[src/rtl/memoria_de_dados_param.sv]
// Byte-lane data memory with registered read, out-of-range flagging and a
// word-per-cycle clear sweep that also runs after every reset.
module memoria_de_dados_param #(
  parameter int LARGURA      = 32,
  parameter int PROFUNDIDADE = 32,
  parameter int LARGURA_END  = 32
) (
  input  logic                     clock,
  input  logic                     reset,
  input  logic                     memDadosControle,
  input  logic [LARGURA/8-1:0]     byteEnable,
  input  logic [LARGURA_END-1:0]   enderecoEscrita,
  input  logic [LARGURA-1:0]       dadoEscrita,
  input  logic                     leituraControle,
  input  logic [LARGURA_END-1:0]   enderecoLeitura,
  input  logic                     limpar,
  output logic [LARGURA-1:0]       dadoLeitura,
  output logic                     leituraValida,
  output logic                     erroEndereco,
  output logic                     ocupado
);

  localparam int AW     = (PROFUNDIDADE > 1) ? $clog2(PROFUNDIDADE) : 1;
  localparam int EW     = ((LARGURA_END > AW) ? LARGURA_END : AW) + 1;
  localparam int LANES  = LARGURA / 8;

  typedef enum logic {LIMPANDO, PRONTO} estado_t;

  estado_t estado, estadoProx;
  logic [AW-1:0] contador, contadorProx;
  logic [LARGURA-1:0] mem [PROFUNDIDADE];

  logic [EW-1:0] endEscExt, endLeiExt;
  logic [AW-1:0] idxEsc, idxLei;
  logic escritaOk, leituraOk, aceita, escreve, le, erro;

  // Addresses are compared at full width so out-of-range values never alias.
  assign endEscExt = EW'(enderecoEscrita);
  assign endLeiExt = EW'(enderecoLeitura);
  assign idxEsc    = endEscExt[AW-1:0];
  assign idxLei    = endLeiExt[AW-1:0];
  assign escritaOk = endEscExt < EW'(PROFUNDIDADE);
  assign leituraOk = endLeiExt < EW'(PROFUNDIDADE);

  assign aceita  = (estado == PRONTO) && !limpar;
  assign escreve = aceita && memDadosControle && escritaOk;
  assign le      = aceita && leituraControle;
  assign erro    = aceita && ((memDadosControle && !escritaOk) ||
                              (leituraControle && !leituraOk));
  assign ocupado = (estado == LIMPANDO);

  always_comb begin
    estadoProx   = estado;
    contadorProx = contador;
    case (estado)
      LIMPANDO: begin
        if (contador == AW'(PROFUNDIDADE - 1)) begin
          estadoProx   = PRONTO;
          contadorProx = '0;
        end else begin
          contadorProx = contador + 1'b1;
        end
      end
      PRONTO: begin
        if (limpar) begin
          estadoProx   = LIMPANDO;
          contadorProx = '0;
        end
      end
      default: begin
        estadoProx   = LIMPANDO;
        contadorProx = '0;
      end
    endcase
  end

  always_ff @(posedge clock or negedge reset) begin
    if (!reset) begin
      estado        <= LIMPANDO;
      contador      <= '0;
      dadoLeitura   <= '0;
      leituraValida <= 1'b0;
      erroEndereco  <= 1'b0;
    end else begin
      estado        <= estadoProx;
      contador      <= contadorProx;
      leituraValida <= le;
      erroEndereco  <= erro;
      if (le) dadoLeitura <= leituraOk ? mem[idxLei] : '0;
    end
  end

  // Reset forces LIMPANDO asynchronously, which already blocks any pending write.
  always_ff @(posedge clock) begin
    if (estado == LIMPANDO) begin
      mem[contador] <= '0;
    end else if (escreve) begin
      for (int unsigned i = 0; i < LANES; i++) begin
        if (byteEnable[i]) mem[idxEsc][8*i +: 8] <= dadoEscrita[8*i +: 8];
      end
    end
  end

endmodule

[config.mk]
export PLATFORM = sky130hd
export DESIGN_NAME = memoria_de_dados_param
export DESIGN_NICKNAME = d
export VERILOG_FILES = /design/src/rtl/memoria_de_dados_param.sv
export SDC_FILE = /design/constraint.sdc
export NUM_CORES = 1
export LEC_CHECK = 0
export CAP_MARGIN = 20
export CORE_UTILIZATION = 50
export DETAILED_ROUTE_END_ITERATION = 10
export PLACE_DENSITY = 0.7
export SYNTH_ARGS = -nofsm -noshare
export SYNTH_HDL_FRONTEND = slang
export SYNTH_SLANG_ARGS = --single-unit
[constraint.sdc]
create_clock -name clock -period 2.7 [get_ports clock]
set_input_delay 0.54 -clock clock [delete_from_list [all_inputs] [get_ports clock]]
set_output_delay 0.54 -clock clock [all_outputs]
set_load 0.05 [all_outputs]
==> run summary <==
The flow ran to the end, and the final reports show no timing, DRC or antenna violations. The number of detailed-route iterations in the first pass came out at 5. The hold violation total from the final report came to 0. Global routing consumed, over all layers together, 24.3% of the routing resources. The area share of fa/ha/maj cells after synthesis came out at 0.0594%.

Setup repair after global routing left no endpoint under its margin. In this run the vertical extent of the chip is 292 um. The data required time at the worst endpoint came out at 3.08 ns. The number of max-slew violations in the final report is 0. The global-route wire length before repair came out at roughly 150000 um.

After detailed routing, the number of remaining DRC violations is 0. The largest net degree at the start of global routing came out at 33. In the final timing run, aggregate negative setup slack is 0 ns. The final layout net count is 2632. Across the run, the number of max-cap violations was 0. The most used flip-flop cell after synthesis is edfxtp_1.

The worst hold-check path type is in2async. The number of antenna-violating nets in the routed design is 0. The number of different library cells in the post-synthesis netlist is 46. Of all flip-flops after synthesis, the portion carrying an async set or reset was under 10%.

The analysis attributes to cell leakage a power of around 17 nW. The initial core utilization is 50.4%. The depth of the worst register-to-register path is 8. Summed over all layers, the routed wires come to between 100000 and 150000 um. For the pin with the worst max-slew slack, the measured transition is 0.910 ns. Dividing the detail-routed wire length by the instance count gives roughly 28 um. The cell area reported after detailed placement came out at between 0.04 and 0.05 mm^2. After layout, the design draws a total of 41.4 mW. The latest clock arrival within the worst-skew pair came out at 0.67 ns. Global routing finished with a remaining overflow of 0. The post-detailed-placement half-perimeter wirelength is 67000 um. CTS placed an instance of clkbuf_16 at the clock tree root. The total power per unit cell area is roughly 800 mW/mm^2. The worst register-to-register path ends at mem[30][2]. The via count is 22500. The final weighted congestion of routability-driven global placement came out at a little over 0.9. The type of the worst setup path is in2reg. The average cell area after synthesis is about 20 um^2.

After filler insertion, the fill cell instance count of the layout stands at approximately 5600. The final standard cell area without fillers is 0.0519 mm^2. The floorplan row count is between 100 and 150. Of the total synthesized cell area, the portion taken by AND, OR, NAND and NOR gates is 4.83%. The endpoint arrival time on the critical path is 3.06 ns. After Yosys synthesis, XOR and XNOR cells account for 0.0416% of the synthesized area. The number of flops mapped to enable cells by yosys is roughly 1000. The fraction of the yosys area taken by sequential cells came out at 75.3%. The number of DRC markers in iteration 0 is roughly 2300.

For this run, the number of Yosys warnings is 0. The top cell types in the final layout, fill and taps aside, are 1024 x edfxtp_1, 256 x mux4_2, 201 x buf_4. The fraction of layout cells with a size suffix above 1 came out at 35.1%.

The area inside the core boundary is 0.0836 mm^2. On the final layout, the worst clock skew is 0.0185 ns. The portion of synthesized area spent on multiplexers is 16.5%. The worst reg-to-reg setup slack came out at ~0.22 ns. TritonCTS built the clock tree. Using the TritonRoute via totals, the vias-per-cell ratio works out to 6.10.

The critical register-to-register path startpoint is estado. The post-synth net total came out at ~2200. The largest family of logic cells by synthesized area is multiplexers. The max-slew headroom at the worst pin is just under 40%. Across the VDD grid, the largest voltage drop is 0.554 mV. The number of global-route vias before repair came out at 23600. The maximum operating frequency is 373 MHz. Clock-pin slew was measured on the worst setup and hold paths at 0.06 ns. In this run the worst path has a maximum fanout of 10. The number of antenna diodes is 0. The depth of the CTS H-tree came out at 3. Clock tree synthesis inserted a total of 104 buffers. The worst setup path is captured at a register. The portion of the clock cycle consumed by the worst path in the final layout is slightly below 100%.

The gate count of the mapped netlist is about 2100. The area growth from synthesis to layout came out at 23.2%. The number of antenna violations at the first check in global routing is 0.

The shortest clock period the worst path allows after layout came out at 2.68 ns. The number of buffers inserted by hold repair at cts came out at 0. The worst slack on hold paths is 0.00685 ns. The longest clock path from root to sink contains 3 buffers. The clock net in this run drives a total of 1064 sinks. The post-synthesis sequential element count came out at about 1100. Leaving out fill and tap cells, the most frequent cell in the layout is edfxtp_1. The total standard cell area after synthesis is 0.0421 mm^2. Setup violations remaining at the end of the flow were counted as 0. The die width is 292 um.

The count of buffers inserted at the top-level ports came out at approximately 140. The top-level port count came out at 140. The area fraction in compound gates after synthesis came out at 1.89%. The type of origin of the critical path is an input pin. The area of the die came out at about 0.085 mm^2.
==> per-layer routing <==
| layer | vias to the layer above | global-route usage (%) | share of wire (%) |
|---|---|---|---|
| met4 | 0 | 6.49 | 2.0 |
| li1 | 9488 | - | - |
| met3 | 143 | 3.85 | 8.3 |
| met2 | 1039 | 39.6 | 49 |
| met1 | 11900 | 34.6 | 40 |
| met5 | - | 0 | 0 |
==> state kept, by name (all words and copies together), names as in the netlist <==
signal and flops:
estado 1, dadoLeitura 32, contador 5, leituraValida 1, erroEndereco 1, mem 1024
==> synthesized netlist by cell type (6+ instances only) <==
library cell | n | area share, %
edfxtp_1 | 1024 | 73
nand4_1 | 6 | 0.089
nand2_1 | 86 | 0.77
nor2b_1 | 10 | 0.15
buf_1 | 19 | 0.17
nor3_1 | 67 | 0.80
clkbuf_1 | 49 | 0.44
and2_1 | 32 | 0.47
mux2_2 | 68 | 1.8
mux4_2 | 256 | 14
nor4_1 | 9 | 0.13
nor4_2 | 6 | 0.18
nor2_1 | 108 | 0.96
o21ai_1 | 8 | 0.095
buf_2 | 55 | 0.65
nand3_1 | 36 | 0.43
mux2i_1 | 38 | 0.90
dfrtp_1 | 40 | 2.4
o221ai_1 | 31 | 0.64
a21oi_1 | 35 | 0.42
o21ai_0 | 39 | 0.46
nand2b_1 | 36 | 0.53
==> layout make-up <==
class,count,area [um^2],share of cell area [%]
flip-flops and latches,1064,31800,61.1
multi-input cells,909,10600,20.4
repair buffers,442,4790,9.22
clock buffers,144,2900,5.57
well taps,1080,1350,2.60
clock inverters,52,541,1.04
inverters,4,15.0,0.0289
==> worst max path at each step <==
stage                   startpoint           to  slack, ns
2_1_floorplan  enderecoEscrita[15]  mem[24][24]      -0.16
3_3_place_gp         byteEnable[2]   mem[2][17]      -1.16
3_5_place_dp         byteEnable[2]    mem[9][6]      -1.07
4_1_cts         enderecoEscrita[7]   mem[2][25]      0.001
5_1_grt        enderecoEscrita[13]  mem[19][26]      0.002
6_report        enderecoEscrita[9]   mem[30][2]       0.02
==> timing repair <==
item	in CTS	in global routing
gates resized for setup	88	53
setup endpoints to repair	725	742
endpoints found under the hold margin	0	0
buffers inserted	7	2
pin swaps	6	16
cloned	1	0
==> through the flow <==
| step | setup slack, ns | util [%] | instances |
|---|---|---|---|
| after floorplan | -0.160 | - | 2102 |
| after global placement | -1.16 | 57.2 | 3486 |
| after detailed placement | -1.07 | 57.3 | 3490 |
| after CTS | 0.00133 | 61.9 | 3694 |
| after global routing | 0.00194 | 62.2 | 3695 |
| final | 0.0219 | 62.2 | 3695 |
==> critical path, stage by stage <==
cell	delay (ns)
clkdlybuf4s50_1	0.60
nor3_2	0.31
nand4_4	0.15
or2_1	0.26
a211o_1	0.31
buf_4	0.24
buf_4	0.20
nor3_2	0.25
buf_12	0.18
==> report_power, final <==
part	internal (mW)	switching [mW]	leakage, nW
Combinational	2.72	3.90	5.62
Sequential	19.9	0.483	9.93
Clock	8.32	6.16	1.67
==> cells by family (layout without fill, tap and decap cells) <==
kind of cell             Yosys count  in the layout
flip-flops                      1064           1064
XOR/XNOR                           2              2
buffers and inverters            130            642
adder cells (fa/ha/maj)            2              2
multiplexers                     365            366
AND/OR/NAND/NOR                  412            412
AO/OA/AOI/OAI                    127            127
Note: power is estimated with default switching activity, not from simulation.
